$ cat src/rtl/video_scan_fetch_pkg.sv
// video_scan_fetch_pkg: shared widths and bpp helpers for the scan-out fetch engine
package video_scan_fetch_pkg;
  localparam int BC_W = 9;
  function automatic int ppbOf(input int bpp);
    return 8 / bpp;
  endfunction
  function automatic int pcWidthOf(input int bpp);
    return (bpp == 4) ? 1 : (bpp == 2) ? 2 : 3;
  endfunction
  function automatic bit bppLegal(input int bpp);
    return bpp == 1 || bpp == 2 || bpp == 4;
  endfunction
endpackage

$ cat src/rtl/video_scan_fetch_serializer.sv
// video_scan_fetch_serializer: byte hold/shift register turning fetched bytes into BPP-bit pixels
//  clk, rst_n        clock, async active-low reset
//  visible           active pixel window
//  lineStart         restarts the pixel phase
//  rStrobe, rData    RAM read strobe and data (data captured one cycle after strobe)
//  byteOk            a fetched byte is available at this byte slot
//  ovrIn             first byte slot past the fetched line
//  pcZero            pixel phase is at a byte boundary
//  pixel, valid, overrun  registered outputs
module video_scan_fetch_serializer
  import video_scan_fetch_pkg::*;
#(
  parameter int BPP    = 1,
  parameter int INVERT = 1,
  parameter int BORDER = 0
) (
  input  logic           clk,
  input  logic           rst_n,
  input  logic           visible,
  input  logic           lineStart,
  input  logic           rStrobe,
  input  logic [7:0]     rData,
  input  logic           byteOk,
  input  logic           ovrIn,
  output logic           pcZero,
  output logic [BPP-1:0] pixel,
  output logic           valid,
  output logic           overrun
);
  localparam int PPB = ppbOf(BPP);
  localparam int PC_W = pcWidthOf(BPP);
  localparam logic [PC_W-1:0] PC_LAST = PC_W'(PPB - 1);
  localparam logic [BPP-1:0] INV_MASK = {BPP{1'(INVERT)}};
  localparam logic [BPP-1:0] BORDER_PX = BPP'(BORDER);
  logic [7:0] hold, sr;
  logic [PC_W-1:0] pc;
  logic rdPend, shown;
  logic [BPP-1:0] holdPx, srPx;
  // polarity only touches fetched data; border bypasses the mask
  assign holdPx = hold[7 -: BPP] ^ INV_MASK;
  assign srPx = sr[7 -: BPP] ^ INV_MASK;
  assign pcZero = pc == '0;
  always_ff @(posedge clk or negedge rst_n) begin
    if (!rst_n) begin
      hold <= '0;
      sr <= '0;
      pc <= '0;
      rdPend <= 1'b0;
      shown <= 1'b0;
      pixel <= '0;
      valid <= 1'b0;
      overrun <= 1'b0;
    end else begin
      rdPend <= rStrobe;
      if (rdPend) hold <= rData;
      valid <= visible;
      overrun <= ovrIn;
      pc <= (!visible || lineStart || pc == PC_LAST) ? '0 : pc + 1'b1;
      // shown remembers whether the current byte slot carries real data or border
      if (visible && pcZero) begin
        shown <= byteOk;
        sr <= hold << BPP;
        pixel <= byteOk ? holdPx : BORDER_PX;
      end else if (visible) begin
        sr <= sr << BPP;
        pixel <= shown ? srPx : BORDER_PX;
      end else begin
        pixel <= '0;
      end
    end
  end
endmodule

$ cat src/rtl/video_scan_fetch.sv
// video_scan_fetch: scan-out fetch engine between video RAM read port and the timing generator
//  clk, rst_n          clock, async active-low reset
//  frame_start         first-line pulse, reloads BASE_ADDR
//  line_start          hblank pulse, fetches byte 0 of the current row
//  visible             active pixel window
//  r_addr, r_strobe    RAM read request (combinational; data returns next cycle)
//  r_data              RAM read data
//  pixel, valid        registered pixel and visible copy
//  overrun             pulse on first visible pixel past the fetched line
module video_scan_fetch
  import video_scan_fetch_pkg::*;
#(
  parameter int ADDR_W      = 13,
  parameter int BPP         = 1,
  parameter int LINE_BYTES  = 40,
  parameter int STRIDE      = 40,
  parameter int LINE_REPEAT = 1,
  parameter int BASE_ADDR   = 0,
  parameter int INVERT      = 1,
  parameter int BORDER      = 0
) (
  input  logic              clk,
  input  logic              rst_n,
  input  logic              frame_start,
  input  logic              line_start,
  input  logic              visible,
  output logic [ADDR_W-1:0] r_addr,
  output logic              r_strobe,
  input  logic [7:0]        r_data,
  output logic [BPP-1:0]    pixel,
  output logic              valid,
  output logic              overrun
);
  if (!bppLegal(BPP)) begin : gBadBpp
    $error("video_scan_fetch: BPP must be 1, 2 or 4");
  end
  localparam logic [ADDR_W-1:0] BASE = ADDR_W'(BASE_ADDR);
  localparam logic [ADDR_W-1:0] STEP = ADDR_W'(STRIDE);
  localparam logic [BC_W-1:0] LB = BC_W'(LINE_BYTES);
  localparam logic [BC_W-1:0] LB_OVR = BC_W'(LINE_BYTES + 1);
  localparam logic [2:0] REP_LAST = 3'(LINE_REPEAT - 1);
  logic [ADDR_W-1:0] rowAddr, fetchAddr, startAddr;
  logic [2:0] rep;
  logic [BC_W-1:0] bc;
  logic act, visPrev, pcZero, byteSlot, byteOk, fetchNext, ovr, fall;
  // bc counts bytes fetched; LB+1 marks the overrun slot, LB+2 parks it so overrun fires once
  always_comb begin
    startAddr = frame_start ? BASE : rowAddr;
    byteSlot = visible & pcZero & act;
    byteOk = byteSlot & (bc <= LB);
    fetchNext = byteOk & (bc < LB);
    ovr = byteSlot & (bc == LB_OVR);
    fall = visPrev & ~visible;
    r_strobe = rst_n & (line_start | fetchNext);
    r_addr = !r_strobe ? '0 : line_start ? startAddr : fetchAddr;
  end
  always_ff @(posedge clk or negedge rst_n) begin
    if (!rst_n) begin
      rowAddr <= '0;
      fetchAddr <= '0;
      rep <= '0;
      bc <= '0;
      act <= 1'b0;
      visPrev <= 1'b0;
    end else begin
      visPrev <= visible;
      if (line_start) begin
        act <= 1'b1;
        bc <= BC_W'(1);
        fetchAddr <= startAddr + 1'b1;
      end else begin
        if (fall) act <= 1'b0;
        if (byteOk || ovr) bc <= bc + 1'b1;
        if (fetchNext) fetchAddr <= fetchAddr + 1'b1;
      end
      if (frame_start) begin
        rowAddr <= BASE;
        rep <= '0;
      end else if (fall) begin
        rep <= (rep == REP_LAST) ? '0 : rep + 1'b1;
        rowAddr <= (rep == REP_LAST) ? rowAddr + STEP : rowAddr;
      end
    end
  end
  video_scan_fetch_serializer #(
    .BPP(BPP),
    .INVERT(INVERT),
    .BORDER(BORDER)
  ) uSer (
    .clk(clk),
    .rst_n(rst_n),
    .visible(visible),
    .lineStart(line_start),
    .rStrobe(r_strobe),
    .rData(r_data),
    .byteOk(byteOk),
    .ovrIn(ovr),
    .pcZero(pcZero),
    .pixel(pixel),
    .valid(valid),
    .overrun(overrun)
  );
endmodule

$ cat config.mk
export PLATFORM = sky130hd
export DESIGN_NAME = video_scan_fetch
export DESIGN_NICKNAME = d
export VERILOG_FILES = /design/src/rtl/video_scan_fetch_pkg.sv /design/src/rtl/video_scan_fetch_serializer.sv /design/src/rtl/video_scan_fetch.sv
export SDC_FILE = /design/constraint.sdc
export NUM_CORES = 1
export LEC_CHECK = 0
export BUFFER_PORTS_ARGS = -buffer_cell sky130_fd_sc_hd__buf_2
export CAP_MARGIN = 30
export CELL_PAD_IN_SITES_DETAIL_PLACEMENT = 1
export CELL_PAD_IN_SITES_GLOBAL_PLACEMENT = 1
export CORE_AREA = 2 2 62 122
export CTS_CLUSTER_SIZE = 25
export DETAILED_ROUTE_END_ITERATION = 10
export DIE_AREA = 0 0 64 124
export MAX_ROUTING_LAYER = met4
export PLACE_DENSITY_LB_ADDON = 0.08
export SLEW_MARGIN = 40
export SYNTH_ARGS = -nofsm -noshare
export SYNTH_HDL_FRONTEND = slang
export SYNTH_HIERARCHICAL = 1
export SYNTH_SLANG_ARGS = --single-unit
$ cat constraint.sdc
create_clock -name clk -period 2.8 [get_ports clk]
set_input_delay 0.56 -clock clk [delete_from_list [all_inputs] [get_ports clk]]
set_output_delay 0.56 -clock clk [all_outputs]
set_load 0.02 [all_outputs]
==> flow_metrics.py, run 1 <==
metrics = {
    "drt": {
        "vias": 2384,
        "met3_wirelength_um": 191,
        "drc_errors": 0,
        "ant_nets": 0,
        "met2RoutedLength_mm": 4.487,
        "wire_per_inst_um": 18.18,
        "met1_length_mm": 3.050,
        "dr.pass1.iters": 4,
        "drtIter0Drc": 99,
        "dr.max_layer_used": "met4",
        "routed_via_density": 5.394,
        "wirelength_mm": 8.034,
    },
    "grt": {
        "grt_pass1_wl_mm": 12.77,
        "grt_max_degree": 61,
        "antenna_found_initial": 0,
        "grt_pass1_vias": 2601,
        "overflow": 0,
        "grt_util_all_layers_pct": 22.51,
    },
    "logic_synthesis": {
        "netlist_area_um2": 3098,
        "synth_nets": 332,
        "synth_cells": 309,
        "synth_edf_count": 0,
        "synth.distinct_cells": 56,
        "synthArstFlopShare_pct": 100.0,
        "syn_area_per_cell_um2": 10.03,
        "yosysWarnings": 6,
        "yosys_most_used_dff": "dfrtp_1",
        "yosys_register_bits": 60,
        "seq_area_frac_synth_pct": 48.47,
    },
    "critical_path": {
        "critical_path.top_delay_family": "simple AND/OR/NAND/NOR gates",
        "startpoint_type": "register",
        "max_stage_delay_ps": 380,
        "worstSetupEndpointType": "primary output",
        "cp_num_buf_inv": 4,
        "crit_chain": "inv_1, ha_4, nand2b_4, inv_8, and4b_1, and3_4, o21ai_2, inv_2, and3_1, buf_2",
        "required_ps": 2240,
        "cp_slowest_cell": "dfrtp_1",
        "crit_type": "register to primary output",
        "cp_max_fo": 8,
        "cp.arrival_ps": 2130,
    },
    "placement": {
        "dp_hpwl_mm": 5.618,
        "io_buffers": 29,
        "place_congestion": 0.7896,
        "placement.cell_area_um2": 3348,
    },
    "sta": {
        "min_period_ps": 2690,
        "finalCritPeriodShare_pct": 96.08,
        "worstMarginPinSlew_ps": 555.9,
        "maxSlewHeadroom_pct": 62.94,
        "max_freq_mhz": 371.7,
        "finalMaxSlewViolations": 0,
        "fin_worst_skew_ps": 5.259,
        "hold_viol": 0,
        "finalSetupViolations": 0,
        "setup_tns_ps": 0,
    },
    "floorplanning": {
        "die_x_um": 64,
        "rows": 43,
        "die_h_um": 124,
        "dieArea_um2": 7936,
        "core_area_um2": 6940,
        "floorplan.initialDensity_pct": 44.64,
        "ioPinCount": 30,
    },
    "layout": {
        "syn_to_final_growth_pct": 20.80,
        "final_area_um2": 3742,
        "mostFrequentLayoutCells": "60 x dfrtp_1, 36 x nand2_1, 32 x nor2_1",
        "nets": 370,
        "layout_commonest_cell": "dfrtp_1",
        "drive_gt1_share_pct": 23.30,
        "antennaDiodeCount": 0,
    },
    "clock_tree": {
        "clk_pin_slew_ps": 50,
        "ctsHoldBuffers": 0,
        "clock-root-buffer": "clkbuf_16",
        "htree_levels": 3,
        "cts_tree": "yes",
        "clk_path_buf_depth": 2,
        "clkSinkCount": 60,
        "insertion_delay_ps": 330,
        "cts_buffers": 9,
    },
    "power_and_ir_drop": {
        "p_sw_share_pct": 24.75,
        "p_leak_nw": 1.668,
        "p_int_mw": 1.855,
        "pwr-share-clk_pct": 48.5,
        "p_sw_mw": 0.6103,
        "power_density_nw_per_um2": 658.8,
        "ir_drop_mv": 0.3259,
        "p_comb_share_pct": 10.9,
        "pwr-share-seq_pct": 40.6,
    },
    "status": {
        "status": "finished, final reports clean",
    },
    "min_path": {
        "hold_path_class": "primary input to async pin",
    },
    "run": {
        "drv_cap": 0,
    },
}
## path summary, 6_finish.rpt
kind                                                start                        end  slack (ps)  cells after the start
worst max-delay path                 uSer/pc[1]$_DFF_PN0_                  r_addr[2]         110                     10
worst min-delay path                                rst_n   uSer/hold[3]$_DFFE_PN0P_         380                      2
worst max register to register       uSer/pc[1]$_DFF_PN0_   fetchAddr[5]$_DFFE_PN0P_         620                      8
worst min register to register  fetchAddr[11]$_DFFE_PN0P_  fetchAddr[11]$_DFFE_PN0P_         480                      2
max in group asynchronous                           rst_n   fetchAddr[5]$_DFFE_PN0P_        2030                      2
min in group clk                                r_data[2]   uSer/hold[2]$_DFFE_PN0P_         460                      2
## cells in the mapped netlist (all sizes together) (6+ instances only)
cell | number | area, um2
buf | 9 | 52.55
nand3 | 9 | 45.04
nor2 | 32 | 120.1
dfrtp | 60 | 1501
nand3b | 6 | 45.04
xor2 | 8 | 70.07
nand4 | 7 | 50.05
nor2b | 12 | 75.07
xnor2 | 14 | 122.6
ha | 10 | 125.1
mux2 | 12 | 138.9
o21ai | 11 | 58.81
a31oi | 6 | 37.54
a21oi | 15 | 86.34
nand2 | 37 | 141.4
inv | 12 | 52.55
## routing by layer
layer  up-vias  GRT usage (%)
met4         0          12.09
met1      1185          22.03
met5         -              -
met3        21          4.246
li1       1138              -
met2        40          41.21
## through the flow
stage               power [mW]  instances  hold WS [ps]  util [%]  setup slack (ps)
finish                   2.466        442         379.6     53.92             109.8
global route             2.562        442         438.6     53.92            -26.96
CTS                      2.483        440         443.6     53.02            0.5740
detailed placement       1.271        423         479.2     48.24             288.4
global placement         1.262        423         458.5     48.24             373.5
floorplan                1.172        309         264.4         -             381.9
## sequential cells by signal, indices dropped and copies added, names as in the netlist
register      count
uSer/valid        1
uSer/pixel        1
rowAddr          10
uSer/shown        1
rep               3
uSer/sr           7
visPrev           1
fetchAddr        13
act               1
bc                9
uSer/hold         8
uSer/pc           3
uSer/rdPend       1
uSer/overrun      1
## power groups by stage
stage                     combinational, mW  clock, mW  sequential (mW)
after floorplan                       0.181          0            0.991
after global placement                0.250          0             1.01
after detailed placement              0.258          0             1.01
after CTS                             0.263       1.22             1.00
after global routing                  0.302       1.25             1.01
final                                 0.270       1.20             1.00
## cells by family after synthesis
logic type,Yosys count,synth area share [%]
xor+xnor,22,6.220
buf+inv,26,3.998
simple gates,132,22.37
fa+ha+maj,10,4.039
compound gates,45,9.775
flops,60,48.47
mux,14,5.129
## final cells by class
| class | count | area, um2 |
|---|---|---|
| timing repair buffer | 40 | 247.7 |
| clock inverter | 4 | 72.57 |
| clock buffer | 12 | 246.5 |
| fill | 799 | 3198 |
| sequential | 60 | 1501 |
| tap | 90 | 112.6 |
| multi-input combinational | 223 | 1505 |
| inverter | 13 | 56.30 |
## repair_timing
action | in CTS | in global routing
pin swaps | 0 | 1
setup buffers | 1 | 2
setup endpoints to repair | 13 | 13
gates resized for setup | 4 | 11
(Power assumes the default switching activity.)
==> run 2: changes to the inputs <==
Settings changed: CORE_AREA 2 2 62 122 to 2 2 60 119, CTS_BUF_LIST set to sky130_fd_sc_hd__clkbuf_4 sky130_fd_sc_hd__clkbuf_8, DIE_AREA 0 0 64 124 to 0 0 62 121, TNS_END_PERCENT set to 20.
==> flow_metrics.py, run 2 (synthesis gave the netlist of run 1 again) <==
metrics = {
    "layout": {
        "largest_reg_flops": 13,
        "nets": 371,
        "postLayoutCoreUtil_pct": 55.58,
        "top_regs": "fetchAddr: 13 flops, rowAddr: 10 flops, bc: 9 flops",
        "layout_commonest_cell": "dfrtp_1",
        "mostFrequentLayoutCells": "60 x dfrtp_1, 36 x nand2_1, 32 x nor2_1",
        "drive_gt1_share_pct": 24.08,
        "final_cells": 441,
        "final_area_um2": 3651,
        "top_register": "fetchAddr",
        "antennaDiodeCount": 0,
        "syn_to_final_growth_pct": 17.85,
    },
    "grt": {
        "grt_pass1_vias": 2670,
        "grt_util_all_layers_pct": 24.48,
        "overflow": 0,
        "grt_pass1_wl_mm": 12.63,
        "antenna_found_initial": 0,
        "grt_max_degree": 61,
    },
    "clock_tree": {
        "clk_path_buf_depth": 2,
        "insertion_delay_ps": 350,
        "clock-root-buffer": "clkbuf_8",
        "htree_levels": 3,
        "ctsHoldBuffers": 0,
        "cts_tree": "yes",
        "cts_buffers": 9,
        "clk_pin_slew_ps": 70,
        "clkSinkCount": 60,
    },
    "drt": {
        "ant_nets": 0,
        "wirelength_mm": 7.841,
        "vias": 2435,
        "drtIter0Drc": 90,
        "wire_per_inst_um": 17.78,
        "routed_via_density": 5.522,
        "drc_errors": 0,
        "dr.pass1.iters": 4,
    },
    "critical_path": {
        "worstSetupEndpointType": "primary output",
        "cp.arrival_ps": 2110,
        "startpoint_type": "register",
        "crit_type": "register to primary output",
        "cp_max_fo": 10,
        "required_ps": 2240,
    },
    "sta": {
        "worstMarginPinSlew_ps": 554.1,
        "rsz0062_at_grt": "no",
        "setup_slack_ps": 132.5,
        "hold_viol": 0,
        "fin_worst_skew_ps": 5.705,
        "max_freq_mhz": 374.9,
        "finalCritPeriodShare_pct": 95.27,
        "maxSlewHeadroom_pct": 63.06,
        "finalSetupViolations": 0,
        "min_period_ps": 2668,
        "setup_tns_ps": 0,
        "finalMaxSlewViolations": 0,
    },
    "min_path": {
        "hold_path_class": "primary input to async pin",
    },
    "floorplanning": {
        "core_area_um2": 6569,
        "dieArea_um2": 7502,
        "die_h_um": 121,
        "floorplan.initialDensity_pct": 47.16,
        "die_x_um": 62,
        "ioPinCount": 30,
        "rows": 42,
    },
    "run": {
        "drv_cap": 0,
    },
    "placement": {
        "dp_hpwl_mm": 5.656,
        "placed_cells": 422,
        "place_congestion": 0.7926,
        "io_buffers": 29,
        "dp_slack_ps": 264.5,
        "placement.cell_area_um2": 3353,
    },
    "power_and_ir_drop": {
        "p_leak_nw": 1.639,
        "power_density_nw_per_um2": 590.4,
        "ir_drop_mv": 0.2983,
    },
    "status": {
        "status": "finished, final reports clean",
    },
}
[run 2: cell count changes in the layout (fill, tap and decap cells not counted), sizes merged]
| cell | delta |
|---|---|
| clkinvlp | -1 |
| clkbuf | -1 |
| clkinv | +2 |
| buf | +1 |
[run 2: power breakdown]
| part | switching (mW) | internal [mW] | leakage, nW |
|---|---|---|---|
| logic | 0.153 | 0.119 | 0.748 |
| clock network | 0.355 | 0.530 | 0.116 |
| registers | 0.0639 | 0.934 | 0.774 |
| total | 0.573 | 1.58 | 1.64 |
[run 2: worst max-delay path: stages, from the launching register on]
cell	delay (ps)
dfrtp_1	390
inv_2	80
ha_4	150
nand2b_4	100
inv_8	70
and4b_1	230
and3_4	210
o21ai_4	70
buf_6	160
a21oi_1	130
buf_4	160
[run 2: worst paths after layout]
kind                                             to  depth (start not counted)                      from  slack [ps]
max                                       r_addr[5]                         10      uSer/pc[1]$_DFF_PN0_         130
min                        uSer/hold[2]$_DFFE_PN0P_                          2                     rst_n         350
max reg2reg                fetchAddr[5]$_DFFE_PN0P_                          9      uSer/pc[1]$_DFF_PN0_         500
min reg2reg                uSer/hold[3]$_DFFE_PN0P_                          1  uSer/hold[3]$_DFFE_PN0P_         520
max in group asynchronous    uSer/overrun$_DFF_PN0_                          2                     rst_n        2050
min in group clk           uSer/hold[2]$_DFFE_PN0P_                          2                 r_data[2]         440
[run 2: per-layer routing]
metal	part of all wire [%]	global-route usage [%]	up-vias
met5	0	-	-
met4	4.3	13.56	0
met3	3.1	6.823	22
met2	56	41.86	48
met1	36	23.14	1230
li1	-	-	1135
[run 2: per-stage QoR]
step,hold slack (ps),power [mW]
final,352.4,2.156
after detailed placement,502.1,1.277
after global placement,490.2,1.262
after floorplan,264.4,1.172
after CTS,419.3,2.173
after global routing,398.6,2.259
[run 2: layout make-up]
cell class | instances | area (um2)
clock buffers | 11 | 145.1
clock inverters | 5 | 75.07
fillers | 760 | 2918
inverters | 13 | 56.30
multi-input cells | 223 | 1505
flip-flops and latches | 60 | 1501
well taps | 88 | 110.1
repair buffers | 41 | 257.7
[run 2: timing repair]
item / 4_1_cts / 5_1_grt
buffers inserted: 1 / 2
setup endpoints to repair: 14 / 13
gates cloned: 0 / 0
pin swaps: 0 / 1
hold endpoints to repair: 0 / 0
gates resized for setup: 12 / 5
==> run 3: changes to the inputs <==
Settings changed: CORE_AREA 2 2 60 119 to 8 8 66 124, DIE_AREA 0 0 62 121 to 0 0 74 132, SYNTH_HIERARCHICAL 1 to unset.
==> flow_metrics.py, run 3 <==
metrics = {
    "critical_path": {
        "crit_end": "r_addr[5]",
        "cp_max_fo": 10,
        "worstSetupEndpointType": "primary output",
        "startpoint": "uSer.pc[0]$_DFF_PN0_",
        "worstReg2RegStart": "uSer.pc[0]$_DFF_PN0_",
        "rr_worst_depth": 7,
        "critical_path.top_delay_family": "simple AND/OR/NAND/NOR gates",
        "cp_num_buf_inv": 3,
        "r2r-end": "fetchAddr[1]$_DFFE_PN0P_",
        "max_stage_delay_ps": 380,
        "cp.arrival_ps": 2080,
        "r2r_slack_ps": 840,
        "cp_slowest_cell": "dfrtp_1",
        "required_ps": 2240,
        "crit_type": "register to primary output",
        "crit_chain": "inv_1, ha_1, and4b_2, and3_1, o21ai_2, buf_4, a21oi_1, buf_2",
        "startpoint_type": "register",
        "worst-path-stages": 8,
    },
    "placement": {
        "placement.cell_area_um2": 3312,
        "place_congestion": 0.7779,
        "io_buffers": 29,
        "dp_hpwl_mm": 5.643,
    },
    "sta": {
        "hold_viol": 0,
        "maxSlewHeadroom_pct": 63.03,
        "worstMarginPinSlew_ps": 554.6,
        "fin_worst_skew_ps": 8.359,
        "min_period_ps": 2644,
        "finalCritPeriodShare_pct": 94.44,
        "finalSetupViolations": 0,
        "max_freq_mhz": 378.2,
        "finalMaxSlewViolations": 0,
    },
    "drt": {
        "drtIter0Drc": 113,
        "wirelength_mm": 7.776,
        "vias": 2386,
        "ant_nets": 0,
        "drc_errors": 0,
        "wire_per_inst_um": 17.43,
        "dr.pass1.iters": 4,
        "routed_via_density": 5.350,
    },
    "logic_synthesis": {
        "synthTopCellsByArea": "dfrtp_1 48%, nand2_1 4.8%, nor2_1 4.3%",
        "synth_compound_area_share_pct": 10.53,
        "synth_edf_count": 0,
        "yosys.cell_count.top_type": "dfrtp_1",
        "yosysWarnings": 0,
        "synthArstFlopShare_pct": 100.0,
        "synthAdderAreaFrac_pct": 4.097,
        "synth.top_cell.area_share_pct": 48.34,
        "synth_nets": 338,
        "yosys_register_bits": 59,
        "netlist_area_um2": 3054,
        "synth_top_family_by_area": "simple AND/OR/NAND/NOR gates",
        "yosys-mux-area-fraction_pct": 3.974,
        "synth.distinct_cells": 51,
        "synth_commonest_cells": "59 x dfrtp_1, 39 x nand2_1, 35 x nor2_1",
        "yosys_most_used_dff": "dfrtp_1",
        "synth_xor_area_share_pct": 6.022,
        "seq_area_frac_synth_pct": 48.34,
        "yosys.area.top_type": "dfrtp_1",
        "syn_area_per_cell_um2": 9.696,
        "synthSimpleGateAreaFrac_pct": 23.19,
        "synth_cells": 315,
    },
    "floorplanning": {
        "core_area_um2": 6569,
        "floorplan.initialDensity_pct": 46.50,
        "die_x_um": 74,
        "rows": 42,
        "dieArea_um2": 9768,
        "die_h_um": 132,
        "ioPinCount": 30,
    },
    "layout": {
        "antennaDiodeCount": 0,
        "nFillCells": 779,
        "largest_reg_flops": 13,
        "multi_input_area_um2": 1461,
        "syn_to_final_growth_pct": 17.12,
        "final-seq-area_um2": 1476,
        "top_regs": "fetchAddr: 13 flops, rowAddr: 10 flops, bc: 9 flops",
        "final_area_um2": 3577,
        "mostFrequentLayoutCells": "59 x dfrtp_1, 39 x nand2_1, 35 x nor2_1",
        "postLayoutCoreUtil_pct": 54.46,
        "drive_gt1_share_pct": 21.79,
        "nets": 376,
        "top_register": "fetchAddr",
        "layout_commonest_cell": "dfrtp_1",
    },
    "grt": {
        "grt_util_all_layers_pct": 17.47,
        "antenna_found_initial": 0,
        "grt_pass1_vias": 2633,
        "grt_pass1_wl_mm": 12.71,
        "busiest_layer": "met2",
        "overflow": 0,
        "grtUsageMet3_pct": 4.268,
        "met1_usage_pct": 17.34,
        "grt_max_degree": 60,
        "grt_use_met2_pct": 30.76,
    },
    "status": {
        "status": "finished, final reports clean",
    },
    "clock_tree": {
        "clock-root-buffer": "clkbuf_8",
        "clk_pin_slew_ps": 70,
        "cts_buffers": 9,
        "clk_path_buf_depth": 2,
        "cts_tree": "yes",
        "htree_levels": 3,
        "ctsHoldBuffers": 0,
        "insertion_delay_ps": 340,
        "clkSinkCount": 59,
    },
    "min_path": {
        "hold_path_class": "primary input to async pin",
    },
    "power_and_ir_drop": {
        "ir_drop_mv": 0.3631,
        "p_leak_nw": 1.634,
        "finalPower_mw": 2.202,
        "power_density_nw_per_um2": 615.5,
    },
    "run": {
        "drv_cap": 0,
    },
}
-- run 3: cell count changes after synthesis, sizes merged, moves of 3 or more --
cell,before,now
a21oi,15,11
a22oi,1,4
mux2,12,9
nor2,32,36
nor2b,12,9
nor3,3,7
o21ai,11,17
-- run 3: through the flow --
step	setup WS [ps]	hold slack, ps	cells	TNS, ps
after global placement	422.4	450.6	428	0
after floorplan	532.9	264.4	315	0
after detailed placement	394.8	464.8	428	0
after global routing	-3.058	389.8	446	-3.058
after CTS	83.71	424.7	444	0
final	155.6	356.1	446	0
-- run 3: repair_timing --
item                                    4_1_cts  5_1_grt
setup buffers                                 0        2
gates resized for setup                       0        1
endpoints found under the setup margin        0        4
-- run 3: layer usage --
layer / vias up / share of wire, %
li1: 1146 / -
met1: 1198 / 39
met2: 33 / 57
met3: 9 / 2.3
met4: 0 / 1.7
met5: - / 0
-- run 3: how the worst min path moves through the flow --
| stage | from | endpoint | cells past startpoint |
|---|---|---|---|
| 6_report | rst_n | uSer.hold[5]$_DFFE_PN0P_ | 2 |
| 5_1_grt | rst_n | uSer.hold[5]$_DFFE_PN0P_ | 2 |
| 4_1_cts | r_data[4] | uSer.hold[4]$_DFFE_PN0P_ | 2 |
| 3_5_place_dp | uSer.hold[7]$_DFFE_PN0P_ | uSer.pixel$_DFF_PN0_ | 1 |
| 3_3_place_gp | uSer.hold[7]$_DFFE_PN0P_ | uSer.pixel$_DFF_PN0_ | 1 |
| 2_1_floorplan | rst_n | act$_DFFE_PN0P_ | 0 |
-- run 3: layout make-up --
type / count / area share, %
inverters: 14 / 1.469
clock buffers: 11 / 4.057
well taps: 88 / 3.078
clock inverters: 5 / 2.798
multi-input cells: 229 / 40.85
repair buffers: 40 / 6.471
flip-flops and latches: 59 / 41.27
-- run 3: kinds of logic after synthesis --
group                      count (synthesis)
AOI/OAI and AO/OA                         50
adders and majority gates                 10
buffers and inverters                     27
xor gates and xnor gates                  21
DFF                                       59
muxes                                     11
and+or+nand+nor                          137
-- run 3: where the power goes --
| group | leakage, nW | switching, mW | internal, mW |
|---|---|---|---|
| combinational | 0.748 | 0.148 | 0.111 |
| sequential | 0.760 | 0.0625 | 0.921 |
| clock | 0.127 | 0.336 | 0.622 |
-- run 3: worst reg2reg max path: cells and delay by family, from the launching register on --
family / cells / cell delay (ps)
muxes: 1 / 370
DFF: 1 / 350
adders and majority gates: 1 / 210
buffers and inverters: 2 / 230
and+or+nand+nor: 3 / 690
